## src/rtl/serial_alu_engine_pkg.sv

```systemverilog
// Shared definitions for the bit-serial ALU engine and the parallel ALU.
// Holds the 4-bit op encodings, the sequencer state enum and a small
// helper that tells which ops start their carry chain at 1.
package serial_alu_engine_pkg;

    localparam logic [3:0] OP_AND = 4'b0000;
    localparam logic [3:0] OP_OR  = 4'b0001;
    localparam logic [3:0] OP_ADD = 4'b0010;
    localparam logic [3:0] OP_SUB = 4'b0110;
    localparam logic [3:0] OP_XOR = 4'b0100;
    localparam logic [3:0] OP_SLT = 4'b0111;
    localparam logic [3:0] OP_NOR = 4'b1100;

    typedef enum logic [1:0] {
        ST_IDLE = 2'd0,
        ST_RUN  = 2'd1,
        ST_DONE = 2'd2
    } state_t;

    // SUB and SLT both compute a + ~b + 1, so the chain is seeded with 1.
    function automatic logic is_sub_like(input logic [3:0] op);
        return (op == OP_SUB) || (op == OP_SLT);
    endfunction

endpackage

```

## src/rtl/serial_alu_engine_if.sv

```systemverilog
// Start/ready/done handshake bundle for the serial ALU engine.
//   master: drives start, op, a, b; observes ready, done and the result/flags.
//   slave : the engine side.
interface serial_alu_engine_if #(
    parameter int WIDTH = 32
);
    logic             start;
    logic [3:0]       op;
    logic [WIDTH-1:0] a;
    logic [WIDTH-1:0] b;
    logic             ready;
    logic             done;
    logic [WIDTH-1:0] result;
    logic             zero;
    logic             cout;
    logic             overflow;

    modport master (
        output start, op, a, b,
        input  ready, done, result, zero, cout, overflow
    );

    modport slave (
        input  start, op, a, b,
        output ready, done, result, zero, cout, overflow
    );
endinterface

```

## src/rtl/serial_alu_engine_bit_alu.sv

```systemverilog
// BitALU: single-bit ALU slice, purely combinational.
// Ports: a, b    operand bits
//        cin     carry in (used by ADD/SUB/SLT)
//        less    value returned for SLT (supplied by the MSB logic upstream)
//        op      4-bit op code
//        res     result bit
//        cout    carry out (0 for logic and unsupported ops)
module serial_alu_engine_bit_alu
    import serial_alu_engine_pkg::*;
(
    input  logic       a,
    input  logic       b,
    input  logic       cin,
    input  logic       less,
    input  logic [3:0] op,
    output logic       res,
    output logic       cout
);
    logic b_eff;

    always_comb begin
        res   = 1'b0;
        cout  = 1'b0;
        b_eff = b;
        case (op)
            OP_AND: res = a & b;
            OP_OR:  res = a | b;
            OP_XOR: res = a ^ b;
            OP_NOR: res = ~(a | b);
            OP_ADD: begin
                res  = a ^ b ^ cin;
                cout = (a & b) | (a & cin) | (b & cin);
            end
            OP_SUB, OP_SLT: begin
                b_eff = ~b;
                res   = (op == OP_SLT) ? less : (a ^ b_eff ^ cin);
                cout  = (a & b_eff) | (a & cin) | (b_eff & cin);
            end
            default: begin
                res  = 1'b0;
                cout = 1'b0;
            end
        endcase
    end
endmodule

```

## src/rtl/serial_alu_engine.sv

```systemverilog
// Bit-serial ALU sequencer. Feeds one BitALU slice one operand bit per
// clock, LSB first, owning the carry chain, bit counter, result shift
// register and the SLT sign/overflow resolution.
// Ports: clk  rising-edge clock
//        rst  synchronous active-high reset (aborts a running op)
//        bus  handshake interface (slave side): start/op/a/b in,
//             ready/done/result/zero/cout/overflow out
// Latency: accept on E0, bit i on E(i+1), done high after E(WIDTH),
// ready back after E(WIDTH+1).
module serial_alu_engine
    import serial_alu_engine_pkg::*;
#(
    parameter int WIDTH = 32
) (
    input logic                clk,
    input logic                rst,
    serial_alu_engine_if.slave bus
);
    localparam int CW = $clog2(WIDTH);
    localparam logic [CW-1:0] LAST_BIT = CW'(WIDTH - 1);

    state_t           state_reg;
    logic [3:0]       op_reg;
    logic [WIDTH-1:0] a_reg;
    logic [WIDTH-1:0] b_reg;
    logic [WIDTH-1:0] shift_reg;
    logic [CW-1:0]    cnt_reg;
    logic             carry_reg;

    logic [3:0]       slice_op;
    logic             slice_res;
    logic             slice_cout;
    logic [WIDTH-1:0] shift_next;
    logic             ovf_next;
    logic [WIDTH-1:0] result_next;
    logic             cout_next;
    logic             overflow_next;

    // SLT runs the slice as a subtractor; the comparison is resolved here.
    assign slice_op = (op_reg == OP_SLT) ? OP_SUB : op_reg;

    serial_alu_engine_bit_alu u_bit_alu (
        .a    (a_reg[cnt_reg]),
        .b    (b_reg[cnt_reg]),
        .cin  (carry_reg),
        .less (1'b0),
        .op   (slice_op),
        .res  (slice_res),
        .cout (slice_cout)
    );

    always_comb begin
        shift_next    = {slice_res, shift_reg[WIDTH-1:1]};
        // On the MSB cycle carry_reg is the carry into the MSB.
        ovf_next      = carry_reg ^ slice_cout;
        result_next   = shift_next;
        cout_next     = 1'b0;
        overflow_next = 1'b0;
        case (op_reg)
            OP_SLT: begin
                // True sign of a-b is the raw difference sign corrected by overflow.
                result_next   = {{(WIDTH-1){1'b0}}, slice_res ^ ovf_next};
                cout_next     = slice_cout;
                overflow_next = 1'b0;
            end
            OP_ADD, OP_SUB: begin
                cout_next     = slice_cout;
                overflow_next = ovf_next;
            end
            default: begin
                cout_next     = 1'b0;
                overflow_next = 1'b0;
            end
        endcase
    end

    always_ff @(posedge clk) begin
        if (rst) begin
            state_reg    <= ST_IDLE;
            op_reg       <= OP_AND;
            a_reg        <= '0;
            b_reg        <= '0;
            shift_reg    <= '0;
            cnt_reg      <= '0;
            carry_reg    <= 1'b0;
            bus.ready    <= 1'b1;
            bus.done     <= 1'b0;
            bus.result   <= '0;
            bus.zero     <= 1'b0;
            bus.cout     <= 1'b0;
            bus.overflow <= 1'b0;
        end else begin
            case (state_reg)
                ST_IDLE: begin
                    bus.done <= 1'b0;
                    if (bus.start) begin
                        op_reg    <= bus.op;
                        a_reg     <= bus.a;
                        b_reg     <= bus.b;
                        carry_reg <= is_sub_like(bus.op);
                        cnt_reg   <= '0;
                        shift_reg <= '0;
                        bus.ready <= 1'b0;
                        state_reg <= ST_RUN;
                    end
                end
                ST_RUN: begin
                    shift_reg <= shift_next;
                    carry_reg <= slice_cout;
                    cnt_reg   <= cnt_reg + 1'b1;
                    if (cnt_reg == LAST_BIT) begin
                        bus.result   <= result_next;
                        bus.zero     <= (result_next == '0);
                        bus.cout     <= cout_next;
                        bus.overflow <= overflow_next;
                        bus.done     <= 1'b1;
                        state_reg    <= ST_DONE;
                    end
                end
                ST_DONE: begin
                    bus.done  <= 1'b0;
                    bus.ready <= 1'b1;
                    state_reg <= ST_IDLE;
                end
                default: begin
                    bus.ready <= 1'b1;
                    bus.done  <= 1'b0;
                    state_reg <= ST_IDLE;
                end
            endcase
        end
    end
endmodule

```

## src/flat_wrapper.sv

```systemverilog
// flat-port wrapper written by rule: the top's interface ports become plain ports
module serial_alu_engine_flat import serial_alu_engine_pkg::*;
#(
    parameter int WIDTH = 32
)
  (clk, rst, bus_start, bus_op, bus_a, bus_b, bus_ready, bus_done, bus_result, bus_zero, bus_cout, bus_overflow);
  serial_alu_engine_if #(.WIDTH(WIDTH)) bus_i ();
  input logic clk;
  input logic rst;
  input wire logic [$bits(bus_i.start)-1:0] bus_start;
  input wire logic [$bits(bus_i.op)-1:0] bus_op;
  input wire logic [$bits(bus_i.a)-1:0] bus_a;
  input wire logic [$bits(bus_i.b)-1:0] bus_b;
  output wire logic [$bits(bus_i.ready)-1:0] bus_ready;
  output wire logic [$bits(bus_i.done)-1:0] bus_done;
  output wire logic [$bits(bus_i.result)-1:0] bus_result;
  output wire logic [$bits(bus_i.zero)-1:0] bus_zero;
  output wire logic [$bits(bus_i.cout)-1:0] bus_cout;
  output wire logic [$bits(bus_i.overflow)-1:0] bus_overflow;
  assign bus_i.start = bus_start;
  assign bus_i.op = bus_op;
  assign bus_i.a = bus_a;
  assign bus_i.b = bus_b;
  assign bus_ready = bus_i.ready;
  assign bus_done = bus_i.done;
  assign bus_result = bus_i.result;
  assign bus_zero = bus_i.zero;
  assign bus_cout = bus_i.cout;
  assign bus_overflow = bus_i.overflow;
  serial_alu_engine #(.WIDTH(WIDTH)) u_core (.clk(clk), .rst(rst), .bus(bus_i));
endmodule
```

## config.mk

```make
export PLATFORM = sky130hd
export DESIGN_NAME = serial_alu_engine_flat
export DESIGN_NICKNAME = d
export VERILOG_FILES = /design/src/rtl/serial_alu_engine_pkg.sv /design/src/rtl/serial_alu_engine_if.sv /design/src/rtl/serial_alu_engine_bit_alu.sv /design/src/rtl/serial_alu_engine.sv /design/src/flat_wrapper.sv
export SDC_FILE = /design/constraint.sdc
export NUM_CORES = 1
export LEC_CHECK = 0
export BUFFER_PORTS_ARGS = -buffer_cell sky130_fd_sc_hd__buf_2
export CORE_UTILIZATION = 35
export DETAILED_ROUTE_END_ITERATION = 7
export PLACE_DENSITY = 0.53
export SETUP_SLACK_MARGIN = 0.5
export SLEW_MARGIN = 30
export SYNTH_ARGS = -nofsm -noshare
export SYNTH_HDL_FRONTEND = slang
export SYNTH_SLANG_ARGS = --single-unit
```

## constraint.sdc

```tcl
create_clock -name clk -period 4.9 [get_ports clk]
set_input_delay 0.245 -clock clk [delete_from_list [all_inputs] [get_ports clk]]
set_output_delay 0.245 -clock clk [all_outputs]
set_load 0.01 [all_outputs]
```

==> flow_summary.json <==
{
  "outcome": "finished clean",
  "crit_required_ns": 5.20,
  "cts_root_buf": "clkbuf_16",
  "final_area_sq_um": 6980,
  "htreeDepth": 4,
  "track_usage_pct": 17.4,
  "cts_resized": 0,
  "r2r-start": "u_core.cnt_reg[0]",
  "layout.nets": 777,
  "use_met2_pct": 28.3,
  "clock_skew_ns": 0.0100,
  "drv_cap": 0,
  "rsz0062_at_grt": "false",
  "synthesis.nets": 689,
  "power_leakage_nw": 2.79,
  "critPathKind": "reg2reg",
  "routed_wl_microns": 13700,
  "r2r-end": "u_core.bus.result[0]",
  "finalSetupViolations": 0,
  "ios": 108,
  "firstDrtPassIters": 4,
  "reg2reg_depth": 10,
  "whs_endpoint": "u_core.b_reg[19]",
  "r2r_setup_slack_ns": 1.05,
  "core_sq_um": 15800,
  "postCtsSetupRepairBufs": 0,
  "die_y_microns": 129,
  "synth.distinct_cells": 45,
  "min_from": "bus_b[19]",
  "min_period_over_period_pct": 78.5,
  "grt_max_degree": 80,
  "globalRouteMet1Util_pct": 22.1,
  "ir_drop_v": 0.000233,
  "drc": 0,
  "initial_core_util_pct": 35.8,
  "fin_setup_tns_ns": 0,
  "powerDensity_nw_per_um2": 399,
  "routed_via_density": 4.98,
  "slew_viol_final": 0,
  "holdPathStages": 3,
  "cp_max_fo": 8,
  "num_vias": 4623,
  "antenna_found_initial": 0,
  "multi_input_area_sq_um": 2580,
  "syn-cell-area_sq_um": 5660,
  "cts_tree": "yes",
  "finalHoldViolations": 0,
  "worst_pin_slew_ns": 0.812,
  "fmax_ghz": 0.260,
  "drt_iter0_markers": 191,
  "hold_class": "in2reg",
  "synthArstFlopShare_pct": 0,
  "clock_latency_ns": 0.42,
  "die_x_microns": 129,
  "slew-limit-headroom_pct": 45.8,
  "dp_hpwl_microns": 9270,
  "clock-sinks": 144,
  "crit_path_end_kind": "flip-flop",
  "synth-main-ff-cell": "dfxtp_1",
  "synth-edff-count": 0,
  "rows": 46,
  "wl_per_cell_microns": 14.7,
  "busiest_layer": "met2",
  "design.die.area_sq_um": 16700,
  "seqCellArea_sq_um": 2880,
  "fin_crit_ns": 3.85,
  "yosysSeqAreaShare_pct": 50.9,
  "ant_nets": 0,
  "io_buffers": 107,
  "use_met3_pct": 4.34,
  "ys_seq_elements": 144,
  "path_clk_slew_ns": 0.06,
  "cts_buffers": 17,
  "fillers": 1541,
  "grt_pass1_wl_microns": 22400,
  "crit_arrival_ns": 4.14,
  "grt_pass1_vias": 4457,
  "gp_congestion": 0.732,
  "cts_hold_buf": 0,
  "drive_gt1_share_pct": 24.6,
  "post_synth_inst_count": 611,
  "antenna_cells": 0,
  "overflow": 0,
  "syn_avg_cell_area_sq_um": 9.26,
  "dpl_cell_area_sq_um": 6360,
  "yosys_warnings": 0,
  "cts_buffer_depth": 2,
  "start_kind": "flip-flop",
  "area_growth_pct": 23.3
}
==> how the worst max path moves through the flow <==
stage,from,end,slack [ns],depth (start not counted)
CTS,u_core.cnt_reg[0],u_core.bus.result[0],0.96,10
floorplan,u_core.cnt_reg[0],u_core.bus.result[0],1.51,11
detailed placement,u_core.cnt_reg[0],u_core.bus.result[0],0.99,10
finish,u_core.cnt_reg[0],u_core.bus.result[0],1.05,10
global route,u_core.cnt_reg[0],u_core.bus.result[0],0.66,10
global placement,u_core.cnt_reg[0],u_core.bus.result[0],1.09,10
==> area by class of cell <==
type / instances / area share [%]
flip-flops and latches: 144 / 41.3
multi-input cells: 416 / 37.0
repair buffers: 116 / 8.68
clock buffers: 18 / 6.29
well taps: 216 / 3.87
clock inverters: 14 / 2.58
inverters: 4 / 0.215
==> cells by family (layout without fill, tap and decap cells) <==
group	Yosys count	count (layout)	share of synthesized area, %
AND/OR/NAND/NOR	223	223	16.4
adder cells (fa/ha/maj)	7	7	1.95
multiplexers	26	26	8.20
buffers and inverters	51	152	3.63
flip-flops	144	144	50.9
XOR/XNOR	4	4	0.619
AO/OA/AOI/OAI	156	156	18.3
==> placed cells by master (no fill, tap or decap), drive strengths merged, types with 2 or more instances in the layout <==
master	synthesis	routed
and3	2	2
nor4	7	7
nand4	3	3
mux2i	7	7
buf	7	116
nand3	2	2
nor2b	4	4
a211oi	3	3
ha	4	4
o211ai	2	2
a22o	32	32
mux2	3	3
clkinvlp	0	4
fa	3	3
bufinv	0	3
o21ai	2	2
clkbuf	40	18
a21oi	76	76
o21a	2	2
nand3b	2	2
clkinv	0	3
mux4	16	16
nand2b	4	4
xnor2	3	3
dfxtp	144	144
a22oi	33	33
or3	2	2
inv	4	8
nor2	46	46
nand2	145	145
==> synthesized netlist by cell type (7+ instances only) <==
library cell / number / area share [%]
dfxtp_1: 144 / 51
mux4_2: 16 / 6.4
mux2i_1: 7 / 1.2
nand2_1: 145 / 9.6
a21oi_1: 75 / 6.6
nor4_1: 7 / 0.77
a22o_1: 32 / 5.0
a22oi_1: 33 / 4.4
nor2_1: 46 / 3.1
clkbuf_1: 40 / 2.7
==> per-stage QoR <==
step,utilization (%),instances,hold WS (ns),power [mW],setup slack [ns]
after floorplan,-,611,0.381,1.39,1.51
after global placement,40.2,896,0.445,1.46,1.09
after detailed placement,40.2,896,0.448,1.46,0.985
after CTS,44.1,928,0.0421,2.81,0.959
after global routing,44.1,928,0.0519,2.89,0.662
final,44.1,928,0.0572,2.78,1.05
==> power by group <==
| part | internal, mW | total, mW | switching, mW |
|---|---|---|---|
| sequential | 1.21 | 1.24 | 0.0278 |
| clock | 0.823 | 1.35 | 0.527 |
| combinational | 0.0853 | 0.199 | 0.114 |
==> metal layers <==
layer  routed length (microns)  vias up
li1                          -     2322
met1                      6490     2199
met2                      6500       88
met3                       484       14
met4                       179        0
met5                         0        -
==> critical path: stages, from the launching register on <==
cell and delay [ns]:
dfxtp_1 0.60, buf_4 0.28, mux4_2 0.50, mux2_2 0.27, o211ai_1 0.56, fa_1 0.50, or3_2 0.41, a21oi_1 0.15
o32ai_1 0.18, xnor2_1 0.19, a21oi_1 0.08
(Power assumes the default switching activity.)
